[src/rtl/cla_seq_pkg.sv]
// Shared types and helpers for the CLA nibble sequencer.
// The state encoding, the nibble width and the nibble count helper live here.
package cla_seq_pkg;

  localparam int NIBBLE_W = 4;

  typedef enum logic [1:0] {
    IDLE = 2'd0,
    RUN  = 2'd1,
    DONE = 2'd2
  } state_t;

  // Number of adder nibbles needed to cover an operand of the given width.
  function automatic int nib_count(input int width);
    return width / NIBBLE_W;
  endfunction

endpackage

[src/rtl/cla_seq_lat_cnt.sv]
// Loadable down-counter with a zero flag.
// The sequencer uses it to wait out the adder pipeline for each nibble.
// A load takes priority over counting; the count stops at zero.
module cla_seq_lat_cnt #(
  parameter int W = 2
) (
  input  logic         clk,
  input  logic         reset,
  input  logic         load,
  input  logic [W-1:0] load_val,
  output logic         zero
);

  logic [W-1:0] count;

  // Load or count down, saturating at zero.
  always_ff @(posedge clk or negedge reset) begin
    if (!reset) begin
      count <= '0;
    end else if (load) begin
      count <= load_val;
    end else if (count != '0) begin
      count <= count - 1'b1;
    end
  end

  assign zero = (count == '0);

endmodule

[src/rtl/cla_nibble_sequencer.sv]
// Controller for a registered 4-bit carry-lookahead adder stage.
// Operands are accepted whole, fed to the adder one nibble at a time (LSB
// first) with the carry chained between nibbles, and the assembled sum is
// presented downstream.
// Optional: define CLA_SEQ_OVF_EN to add a registered signed-overflow
// output (ovf).
//
// Handshakes: a transfer happens on a rising edge where valid and ready are
// both 1. in_ready is high only in IDLE; out_valid stays high with sum/cout
// held stable until the edge where out_ready is seen, and never drops
// without that transfer (except by reset).
module cla_nibble_sequencer
  import cla_seq_pkg::*;
#(
  parameter int WIDTH     = 16,
  parameter int ADDER_LAT = 2
) (
  input  logic             clk,
  input  logic             reset,
  input  logic             in_valid,
  output logic             in_ready,
  input  logic [WIDTH-1:0] op_a,
  input  logic [WIDTH-1:0] op_b,
  input  logic             op_cin,
  output logic [3:0]       a_in,
  output logic [3:0]       b_in,
  output logic             c_in,
  input  logic [3:0]       s_out,
  input  logic             c_out,
  output logic             out_valid,
  input  logic             out_ready,
  output logic [WIDTH-1:0] sum,
  output logic             cout,
`ifdef CLA_SEQ_OVF_EN
  output logic             ovf,
`endif
  output logic [1:0]       state_dbg
);

  localparam int NIB   = nib_count(WIDTH);
  localparam int IDX_W = (NIB > 1) ? $clog2(NIB) : 1;
  localparam int CNT_W = (ADDER_LAT > 0) ? $clog2(ADDER_LAT + 1) : 1;

  if ((WIDTH % NIBBLE_W) != 0 || WIDTH < NIBBLE_W) begin : g_width_check
    $error("cla_nibble_sequencer: WIDTH must be a positive multiple of 4");
  end

  state_t             state;
  state_t             state_nxt;
  logic [IDX_W-1:0]   idx;
  logic [WIDTH-1:0]   op_a_q;
  logic [WIDTH-1:0]   op_b_q;
  logic               cnt_zero;
  logic               accept;
  logic               capture;
  logic               last_nib;
  logic               release_out;
  logic               cnt_load;

  assign accept      = (state == IDLE) && in_valid;
  assign capture     = (state == RUN) && cnt_zero;
  assign last_nib    = (idx == IDX_W'(NIB - 1));
  assign release_out = (state == DONE) && out_ready;
  assign cnt_load    = accept || (capture && !last_nib);

  cla_seq_lat_cnt #(
    .W (CNT_W)
  ) u_lat_cnt (
    .clk      (clk),
    .reset    (reset),
    .load     (cnt_load),
    .load_val (CNT_W'(ADDER_LAT)),
    .zero     (cnt_zero)
  );

  // State register.
  always_ff @(posedge clk or negedge reset) begin
    if (!reset) begin
      state <= IDLE;
    end else begin
      state <= state_nxt;
    end
  end

  // Next-state logic: accept -> run each nibble -> hold result until taken.
  always_comb begin
    state_nxt = state;
    case (state)
      IDLE:    if (in_valid)             state_nxt = RUN;
      RUN:     if (cnt_zero && last_nib) state_nxt = DONE;
      DONE:    if (out_ready)            state_nxt = IDLE;
      default:                           state_nxt = IDLE;
    endcase
  end

  // State-decoded outputs; in_ready reads 1 during reset because state is IDLE.
  always_comb begin
    in_ready  = (state == IDLE);
    state_dbg = state;
  end

  // Operand latch, nibble drive, result capture and output valid.
  always_ff @(posedge clk or negedge reset) begin
    if (!reset) begin
      op_a_q    <= '0;
      op_b_q    <= '0;
      a_in      <= '0;
      b_in      <= '0;
      c_in      <= 1'b0;
      idx       <= '0;
      sum       <= '0;
      cout      <= 1'b0;
      out_valid <= 1'b0;
`ifdef CLA_SEQ_OVF_EN
      ovf       <= 1'b0;
`endif
    end else begin
      if (accept) begin
        op_a_q <= op_a;
        op_b_q <= op_b;
        a_in   <= op_a[NIBBLE_W-1:0];
        b_in   <= op_b[NIBBLE_W-1:0];
        c_in   <= op_cin;
        idx    <= '0;
      end
      if (capture) begin
        sum[NIBBLE_W*int'(idx) +: NIBBLE_W] <= s_out;
        if (!last_nib) begin
          // Next nibble goes out on the same edge, carrying the adder's c_out.
          a_in <= op_a_q[NIBBLE_W*(int'(idx) + 1) +: NIBBLE_W];
          b_in <= op_b_q[NIBBLE_W*(int'(idx) + 1) +: NIBBLE_W];
          c_in <= c_out;
          idx  <= idx + IDX_W'(1);
        end else begin
          cout      <= c_out;
          out_valid <= 1'b1;
`ifdef CLA_SEQ_OVF_EN
          // The top nibble is being captured now, so its MSB is s_out[3].
          ovf <= (op_a_q[WIDTH-1] == op_b_q[WIDTH-1]) &&
                 (s_out[NIBBLE_W-1] != op_a_q[WIDTH-1]);
`endif
        end
      end
      if (release_out) begin
        out_valid <= 1'b0;
      end
    end
  end

endmodule

[config.mk]
export PLATFORM = sky130hd
export DESIGN_NAME = cla_nibble_sequencer
export DESIGN_NICKNAME = d
export VERILOG_FILES = /design/src/rtl/cla_seq_pkg.sv /design/src/rtl/cla_seq_lat_cnt.sv /design/src/rtl/cla_nibble_sequencer.sv
export SDC_FILE = /design/constraint.sdc
export NUM_CORES = 1
export LEC_CHECK = 0
export ABC_AREA = 1
export CORE_MARGIN = 2
export CORE_UTILIZATION = 30
export DETAILED_ROUTE_END_ITERATION = 7
export SKIP_LAST_GASP = 1
export SLEW_MARGIN = 10
export SYNTH_ARGS = -nofsm -noshare
export SYNTH_HDL_FRONTEND = slang
export SYNTH_SLANG_ARGS = --single-unit
[constraint.sdc]
create_clock -name clk -period 1.9 [get_ports clk]
set_clock_uncertainty 0.15 [all_clocks]
set_input_delay 0.475 -clock clk [delete_from_list [all_inputs] [get_ports clk]]
set_output_delay 0.475 -clock clk [all_outputs]
set_load 0.1 [all_outputs]
Word level (Yosys, flattened, before mapping) --
Cells that the tools add are included.
Operators by class: $add $sub $neg 4, equality and inequality tests 6, shift operators 4, muxes and demuxes 22, reduce and logical (&&, ||, !) cells 16
Operators with widths (count):
- $neg 4->33 | 1
- $shift 4x33->16 const A | 1
- $shiftx 4x33->16 | 1
- $shiftx 16x32->4 | 1
- $mux 4 | 6
- $bwmux 16 | 1
- $mux 2 | 8
- $shiftx 16x6->4 | 1
- $reduce_bool 2->1 | 4
- $mux 1 | 6
- $pmux 2 s3 | 1
- $logic_and 1x1->1 | 5
- $eq 2x2->1 const B | 2
- $logic_not 2->1 | 2
- $ne 2x2->1 const B | 2
- $reduce_and 2->1 | 2
- $add 2x1->3 const B | 1
- $reduce_and 3->1 | 1
- $add 2x1->2 const B | 1
- $eq 2x1->1 const B | 1
- $ne 2x1->1 const B | 1
- $sub 2x1->2 const B | 1
- $logic_not 1->1 | 1
- $logic_or 1x1->1 | 1
Storage, ports and cells: bits in registers 65, bits of input ports 42, output and inout port bits 30, word-level logic and storage cells 63

Longest topological paths before layout --
Gate-level depths: netlist (run 1).
depth in word-level cells 5, mapped depth 8, mapped depth without buffers 7

Modules after synthesis --
From an unflattened synthesis (run 1), not the netlist that was laid out.
Second synthesis, totals: cell total of the unflattened synthesis 356, area total of the unflattened synthesis 2763.9 µm²
Modules (own cells, without submodules):
- cla_nibble_sequencer | times used 1, cells each 339, area each 2643.8 µm², seq. area each 1376.3 µm²
- cla_seq_lat_cnt | times used 1, cells each 17, area each 120.1 µm², seq. area each 50.0 µm²

Worst setup path after synthesis (run 1) --
OpenSTA, ideal clock, no wires.
path type register to register, start point reg state[0], in the netlist state_dbg[0], end point reg a_in[0], setup time 113 ps, arrival 2079 ps, data required time 1637 ps, path slack -442 ps, cell stages (with the launch flop) 8, path buffers 1, period minus slack after synthesis 2342 ps, path through dfrtp_1 > nor2_4 > nand2_4 > buf_6 > nand2_1 > nand3_1 > nand2_1 > inv_1
Between the ends: word-level cells in the longest chain between the ends 5, elaborated cells on any way between the ends 7, those cells by class eq/ne: 1; mux: 3; reduce/logical: 3
Ends and longest elaborated chain:
- start, declared | line cla_nibble_sequencer.sv:48 | state_t state;
- start signal, assigned | line cla_nibble_sequencer.sv:81 | state <= state_nxt;
- $logic_not 2->1 *
- via in_ready | line cla_nibble_sequencer.sv:21 | output logic in_ready,
- $logic_and 1x1->1 * | line cla_nibble_sequencer.sv:60 | assign accept = (state == IDLE) && in_valid;
- $mux 4 * | line cla_nibble_sequencer.sv:118 | if (accept) begin
- $mux 4 | line cla_nibble_sequencer.sv:128 | if (!last_nib) begin
- $mux 4 * | line cla_nibble_sequencer.sv:126 | if (capture) begin
- end signal, assigned | line cla_nibble_sequencer.sv:121 | a_in <= op_a[NIBBLE_W-1:0];
- end signal, assigned | line cla_nibble_sequencer.sv:130 | a_in <= op_a_q[NIBBLE_W*(int'(idx) + 1) +: NIBBLE_W];
- end, declared | line cla_nibble_sequencer.sv:25 | output logic [3:0] a_in,
The timed path passes the listed nets; every way through them passes the cells marked *. A chain may end at the register's enable or synchronous reset.

Final worst setup path (run 1) --
start point reg state[0], in the netlist state_dbg[0], end point out in_ready
Between the ends: word-level cells in the longest chain between the ends 1
Ends and longest elaborated chain:
- $logic_not 2->1 | line cla_nibble_sequencer.sv:98 | in_ready = (state == IDLE);
- end, declared | line cla_nibble_sequencer.sv:21
Every way passes these cells.

==> results of run 1 <==
## layer usage
metal | wire length [um] | vias to the layer above | global-route usage, %
met4 | 126 | 0 | 5.58
met1 | 3090 | 1111 | 17.9
li1 | - | 1245 | -
met2 | 3150 | 71 | 22.5
met5 | 0 | - | 0
met3 | 348 | 12 | 3.76
## worst min path at each step
stage | depth (start not counted) | end | start | slack [ps]
after floorplan | 0 | a_in[0] | reset | 30
after global placement | 2 | op_b_q[15] | op_b_q[15] | 310
after detailed placement | 2 | op_a_q[12] | op_a_q[12] | 320
after CTS | 2 | cout | reset | 0.3
after global routing | 2 | sum[10] | reset | 20
final | 2 | sum[8] | reset | -10
## sequential cells by signal, indices dropped and copies added (netlist names), 2 cells and up
name,cells
a_in,4
b_in,4
idx,2
op_a_q,12
op_b_q,12
state_dbg,2
sum,16
u_lat_cnt.count,2
## critical path: stages, from the launching register on
cell and delay [ps]:
dfrtp_4 530, nor2_4 160, buf_12 180
## cell type report
cell class	count	area share, %
repair buffers	79	26.5
well taps	111	3.37
multi-input cells	238	27.5
inverters	42	3.83
flip-flops and latches	57	34.8
clock buffers	15	4.04
## cells in the final DEF, fill, tap and decap left out
master,synthesis,layout
buf_2,4,1
buf_12,0,32
nand3b_1,4,4
o21a_1,1,1
nand2_2,1,1
xor2_1,1,1
o31ai_1,1,1
nor2_1,12,12
clkdlybuf4s50_1,0,40
nand3_2,1,1
nor2_4,3,3
dfrtp_4,0,2
inv_2,5,5
o211ai_1,1,1
nor2_2,3,3
dfrtp_1,57,55
ha_1,8,8
a21oi_1,1,1
nand2_4,1,1
o21ai_0,24,22
inv_1,37,37
nand3_1,42,42
clkbuf_1,0,4
nand2_1,129,129
o21ai_1,5,7
clkbuf_8,0,11
buf_4,3,6
## per-stage QoR
step / util (%) / instances
after floorplan: - / 346
after global placement: 43.3 / 526
after detailed placement: 43.3 / 526
after CTS: 45.2 / 542
after global routing: 45.2 / 542
final: 45.2 / 542
## cell families after synthesis
family | count (synthesis)
AND/OR/NAND/NOR | 196
flip-flops | 57
buffers and inverters | 51
AO/OA/AOI/OAI | 33
adder cells (fa/ha/maj) | 8
XOR/XNOR | 1
## timing repair
| action | CTS | global route |
|---|---|---|
| setup buffers | 1 | 0 |
| setup endpoints to repair | 1 | 0 |
| hold endpoints to repair | 0 | 0 |
| resized for setup | 0 | 0 |
==> flow_summary.yaml, run 1 <==
setup_path:
  critPathRequiredTime_ps: 1270
  startpoint: "state_dbg[0]"
  r2r_start: "u_lat_cnt.count[0]"
  worst_setup_path_end_kind: "primary output"
  cp.arrival_ps: 1190
  r2r_end: "a_in[2]"
  start_kind: "flip-flop"
  critPathMaxFanout: 6
  r2r_slack_ps: 170
  ff2ff_path_depth: 7
  path_class: "flip-flop to primary output"
  crit_end: "in_ready"
cts:
  cts_sinks: 57
  cts.htree.levels: 3
  clkLatencyLatePin_ps: 320
  holdBufCountCts: 0
  clkTransAtPathRegs_ps: 60
  cts_buffers: 9
  clock_path_buffers: 2
  cts_root_buffer: "clkbuf_8"
  tritoncts: "done"
timing:
  fin_setup_tns_ps: 0
  maxSlewViolCount: 0
  period_needed_ps: 1820
  holdWs_ps: -13.7
  timing.final.crit_share_pct: 95.7
  worstMarginPinSlew_ps: 500
  setup_ws_ps: 82.4
  hold_viol_final: 13
  max-slew-margin-rel_pct: 66.5
  finalSetupViolations: 0
  grt_setup_unrepaired: "false"
  fmax_mhz: 550
routing:
  wl_um: 6720
  avgRoutedWirePerCell_um: 12.4
  antenna_left: 0
  first_pass_iters: 4
  drc_errors: 0
  vias: 2439
  via_per_inst: 4.50
  drt_iter0_drc: 87
synthesis:
  synth_area_per_cell_um2: 8.01
  ys_ff_latch: 57
  synthTopCellsByCount: "nand2_1 (129), dfrtp_1 (57), nand3_1 (42)"
  synth_edf_count: 0
  synth_fa_ha_area_share_pct: 3.61
  yosysMostFrequentCell: "nand2_1"
  syn_area_um2: 2770
  synth-xor-area-share_pct: 0.316
  synth_fp_nets: 396
  async_flop_share_pct: 100
  synth.area.top_cells: "dfrtp_1 (51%), nand2_1 (17%), nand3_1 (7.6%)"
  yosysSeqAreaShare_pct: 51.4
  synth_top_area_share_pct: 51.4
  ys_types: 24
  synth_top_family_by_area: "simple AND/OR/NAND/NOR gates"
  synth_compound_area_share_pct: 6.23
  synth_simple_gate_area_share_pct: 30.6
  ys_warn_count: 0
  ys.flop_type: "dfrtp_1"
  synthMuxAreaShare_pct: 0
  syn_inst: 346
  synth_top_cell_by_area: "dfrtp_1"
final_layout:
  fillers: 883
  drive_gt1_share_pct: 15.3
  finish.net_count: 477
  multi_input_comb_area_um2: 1130
  area_growth_pct: 48.6
  regArea_um2: 1430
  insertedDiodeCount: 0
  fin_area_um2: 4120
grt:
  grt_max_degree: 58
  grt_pass1_wl_um: 10900
  antenna_found_initial: 0
  grt.overflow.total: 0
  grt_pass1_vias: 2379
  grt_use_total_pct: 14.0
place:
  dp_slack_ps: 104
  numPortBuffers: 71
  dpl_cell_area_um2: 3950
  dp_hpwl_um: 4990
  gp_congestion: 0.765
outcome:
  outcome: "complete, but fails checks"
  violations: "hold timing"
worst_hold_path:
  hold_path_class: "input pin to asynchronous set/reset pin"
floorplanning:
  rows: 35
  dieArea_um2: 10000
  core_um2: 9110
  io_pins: 72
  die_x_um: 100
  initial_core_util_pct: 30.4
  die_h_um: 100
flow_run:
  drv_cap: 0
Power of run 1 is left out: the tool's default activity adds up to more than one toggle a clock period on the data nets, which glitch-free logic cannot reach.
==> inputs of run 2 (changes only) <==
--- a/config.mk
+++ b/config.mk
@@ -6,7 +6,7 @@
 export NUM_CORES = 1
 export LEC_CHECK = 0
 export ABC_AREA = 1
-export CORE_MARGIN = 2
+export CORE_MARGIN = 3
 export CORE_UTILIZATION = 30
 export DETAILED_ROUTE_END_ITERATION = 7
 export SKIP_LAST_GASP = 1
==> run 2 against run 1 <==
Effect of this change: the run now ends clean; sequential share of layout area down 0.14 points; register-to-register slack about the same; critical path depth unchanged; final cell count down 0.18%; global-route usage down 0.16 points; flip-flop and latch count unchanged; critical path type unchanged.
==> flow_summary.yaml, run 2 (synthesis results as in run 1) <==
timing:
  maxSlewViolCount: 0
  fmax_mhz: 551
  holdWs_ps: 337
  max-slew-margin-rel_pct: 69.1
  hold_viol_final: 0
  setup_ws_ps: 84.1
  grt_setup_unrepaired: "false"
  timing.final.crit_share_pct: 95.6
  period_needed_ps: 1820
  worstMarginPinSlew_ps: 462
  finalSetupViolations: 0
final_layout:
  largest_reg_flops: 16
  drive_gt1_share_pct: 15.2
  fin_area_um2: 4140
  final_common_cell: "nand2_1"
  regMostFlops: "sum"
  finish.net_count: 479
  insertedDiodeCount: 0
  final_cell_mix: "nand2_1 (129), dfrtp_1 (55), nand3_1 (42)"
  area_growth_pct: 49.1
  final_util_pct: 46.7
  top_regs: "sum: 16 flops, op_a_q: 12 flops, op_b_q: 12 flops"
place:
  dp_hpwl_um: 5070
  gp_congestion: 0.790
  dp_slack_ps: 153
  dpl_cell_area_um2: 3960
  numPortBuffers: 71
setup_path:
  cp_num_buf_inv: 1
  worst_setup_path_end_kind: "primary output"
  slowest_stage: "dfrtp_4"
  crit_end: "in_ready"
  start_kind: "flip-flop"
  path_class: "flip-flop to primary output"
  path_depth: 2
  critPathMaxFanout: 6
  slowest_delay_ps: 530
  r2r_slack_ps: 160
  critPathRequiredTime_ps: 1270
  crit_family: "flip-flops"
  worstPathCellList: "nor2_4 > buf_12"
  cp.arrival_ps: 1190
  startpoint: "state_dbg[0]"
  ff2ff_path_depth: 7
  r2r_start: "u_lat_cnt.count[0]"
  r2r_end: "b_in[1]"
grt:
  grt_max_degree: 58
  grt_pass1_vias: 2423
  grt_pass1_wl_um: 11100
  antenna_found_initial: 0
  grt_use_total_pct: 13.8
  grt.overflow.total: 0
cts:
  tritoncts: "done"
  cts_buffers: 9
  cts_root_buffer: "clkbuf_8"
  clkLatencyLatePin_ps: 330
  clock_path_buffers: 2
  clkTransAtPathRegs_ps: 70
  cts.htree.levels: 3
  cts_sinks: 57
routing:
  wl_um: 6670
  via_per_inst: 4.43
  drt_iter0_drc: 83
  drc_errors: 0
  vias: 2398
  avgRoutedWirePerCell_um: 12.3
  antenna_left: 0
  first_pass_iters: 4
floorplanning:
  rows: 34
  die_x_um: 102
  initial_core_util_pct: 31.3
  core_um2: 8850
  io_pins: 72
  dieArea_um2: 10400
  die_h_um: 102
outcome:
  outcome: "finished clean"
flow_run:
  drv_cap: 0
worst_hold_path:
  hp-start: "op_a_q[15]"
  hold_path_class: "flip-flop to flip-flop"
-- run 2: area by class of cell --
cell class	instances	area, um^2
fillers	857	4710
flip-flops and latches	57	1430
multi-input cells	238	1130
repair buffers	81	1120
inverters	42	158
clock buffers	15	156
well taps	108	135
-- run 2: worst min path at each step --
| stage | end | cells past startpoint |
|---|---|---|
| floorplan | a_in[0] | 0 |
| global placement | op_b_q[13] | 2 |
| detailed placement | op_b_q[15] | 2 |
| CTS | op_b_q[15] | 2 |
| global route | op_b_q[15] | 2 |
| finish | op_a_q[15] | 2 |
-- run 2: repair_timing --
| action | 4_1_cts | 5_1_grt |
|---|---|---|
| hold buffers | 1 | 0 |
| endpoints found under the hold margin | 14 | 0 |
| resized for setup | 0 | 0 |
| setup endpoints to repair | 1 | 0 |
| buffers inserted | 1 | 0 |
-- run 2: tightest hold or removal path, stage by stage (launching register included) --
cell and delay (ps):
dfrtp_1 340, nand2_1 60, nand2_1 60
-- run 2: metal layers --
layer | track usage, % | vias up | wire length, um | share of wire (%)
met4 | 5.95 | 0 | 104 | 1.6
met1 | 17.0 | 1080 | 3060 | 46
met2 | 23.0 | 61 | 3230 | 48
met3 | 3.41 | 8 | 280 | 4.2
met5 | 0 | - | 0 | 0
li1 | - | 1249 | - | -
-- run 2: metrics by stage --
stage	std cells	setup TNS, ps
floorplan	346	-3200
global placement	524	0
detailed placement	524	0
CTS	541	0
global route	541	0
finish	541	0
Power of run 2 is left out for the same reason.
==> inputs of run 3 (changes only) <==
--- a/config.mk
+++ b/config.mk
@@ -14,3 +14,4 @@
 export SYNTH_ARGS = -nofsm -noshare
 export SYNTH_HDL_FRONTEND = slang
 export SYNTH_SLANG_ARGS = --single-unit
+export TNS_END_PERCENT = 20
==> run 3 against run 2 <==
Effect of this change: core utilization grew 0.40 points; wire length grew 2.1%; non-clock buffer count shrank 1; worst hold slack lost 5.3 ps; sequential share of layout area shrank 0.29 points; first-iteration DRC count grew 52%; global-route usage grew 0.51 points; critical path type unchanged.
==> flow_summary.yaml, run 3 (synthesis results as in run 1) <==
final_layout:
  drive_gt1_share_pct: 16.4
  area_growth_pct: 50.4
  finish.net_count: 478
  regMostFlops: "sum"
  fillers: 857
  instances_no_fill: 541
  final_common_cell: "nand2_1"
  insertedDiodeCount: 0
  final_cell_mix: "nand2_1 (129), dfrtp_1 (55), nand3_1 (42)"
  top_regs: "sum: 16 flops, op_a_q: 12 flops, op_b_q: 12 flops"
  largest_reg_flops: 16
routing:
  wl_um: 6810
  vias: 2483
  first_pass_iters: 4
  antenna_left: 0
  avgRoutedWirePerCell_um: 12.6
  drt_iter0_drc: 126
  via_per_inst: 4.59
  drc_errors: 0
grt:
  grt_pass1_vias: 2537
  antenna_found_initial: 0
  grt_use_total_pct: 14.3
  grt.overflow.total: 0
  grt_pass1_wl_um: 11700
  grt_max_degree: 58
setup_path:
  ff2ff_path_depth: 7
  r2r_slack_ps: 180
  worst_setup_path_end_kind: "primary output"
  r2r_start: "u_lat_cnt.count[0]"
  path_depth: 2
  critPathMaxFanout: 6
  r2r_end: "b_in[0]"
  slowest_stage: "dfrtp_4"
  start_kind: "flip-flop"
  crit_family: "flip-flops"
  slowest_delay_ps: 530
  worstPathCellList: "nor2_4 > buf_12"
  cp.arrival_ps: 1210
  path_class: "flip-flop to primary output"
  critPathRequiredTime_ps: 1270
  cp_num_buf_inv: 1
place:
  dp_slack_ps: 147
  dp_hpwl_um: 5060
  dp.cells: 523
  numPortBuffers: 71
  gp_congestion: 0.819
timing:
  worstMarginPinSlew_ps: 520
  maxSlewViolCount: 0
  timing.final.crit_share_pct: 96.6
  grt_setup_unrepaired: "false"
  period_needed_ps: 1840
  finalSetupViolations: 0
  hold_viol_final: 0
  max-slew-margin-rel_pct: 65.2
  holdWs_ps: 332
  setup_ws_ps: 64.8
  fmax_mhz: 545
floorplanning:
  core_um2: 8850
  initial_core_util_pct: 31.3
  die_h_um: 102
  dieArea_um2: 10400
  die_x_um: 102
  rows: 34
  io_pins: 72
cts:
  cts.htree.levels: 3
  clkTransAtPathRegs_ps: 70
  clock_path_buffers: 2
  tritoncts: "done"
  cts_sinks: 57
  clkLatencyLatePin_ps: 340
  cts_root_buffer: "clkbuf_8"
  cts_buffers: 9
flow_run:
  drv_cap: 0
worst_hold_path:
  hp-start: "op_b_q[12]"
  hold_path_class: "flip-flop to flip-flop"
  holdPathStages: 2
  holdPathEnd: "op_b_q[12]"
outcome:
  outcome: "finished clean"
-- run 3: final cells by class --
cell class,count,area (um^2),share of cell area [%]
Sequential cell,57,1430,34.4
Clock buffer,11,141,3.39
Clock inverter,5,55.1,1.32
Tap cell,108,135,3.24
Inverter,42,158,3.78
Timing Repair Buffer,80,1110,26.7
Multi-Input combinational cell,238,1130,27.2
-- run 3: per-layer routing --
layer / share of wire, % / vias to the layer above / routed length (um) / track usage, %
li1: - / 1248 / - / -
met1: 44 / 1160 / 3030 / 18.2
met2: 49 / 61 / 3310 / 23.0
met3: 4.7 / 14 / 322 / 3.48
met4: 2.2 / 0 / 150 / 6.46
met5: 0 / - / 0 / 0
-- run 3: worst reg2reg max path: cells and delay by family, from the launching register on --
family                     cells  cell delay, ps
DFF                            1             390
buffers and inverters          2             130
and+or+nand+nor                4             680
adders and majority gates      1             280
-- run 3: timing repair --
item / in CTS / in global routing
endpoints found under the hold margin: 52 / 0
pin swaps: 1 / 0
resized for setup: 0 / 1
setup endpoints to repair: 1 / 1
setup buffers: 1 / 0
hold buffers: 1 / 0
-- run 3: worst max path at each step --
stage           endpoint    startpoint
2_1_floorplan    a_in[0]  state_dbg[1]
3_3_place_gp     a_in[1]      in_valid
3_5_place_dp   op_a_q[4]      in_valid
4_1_cts         in_ready  state_dbg[0]
5_1_grt         in_ready  state_dbg[0]
6_report        in_ready  state_dbg[0]
-- run 3: metrics by stage --
stage | utilization, % | TNS, ps | cell area (um^2)
6_report | 47.1 | 0 | 4170
5_1_grt | 47.1 | 0 | 4170
4_1_cts | 47.1 | 0 | 4170
3_5_place_dp | 44.7 | 0 | 3950
3_3_place_gp | 44.7 | 0 | 3950
2_1_floorplan | - | -3250 | 2780
Power of run 3 is left out for the same reason.
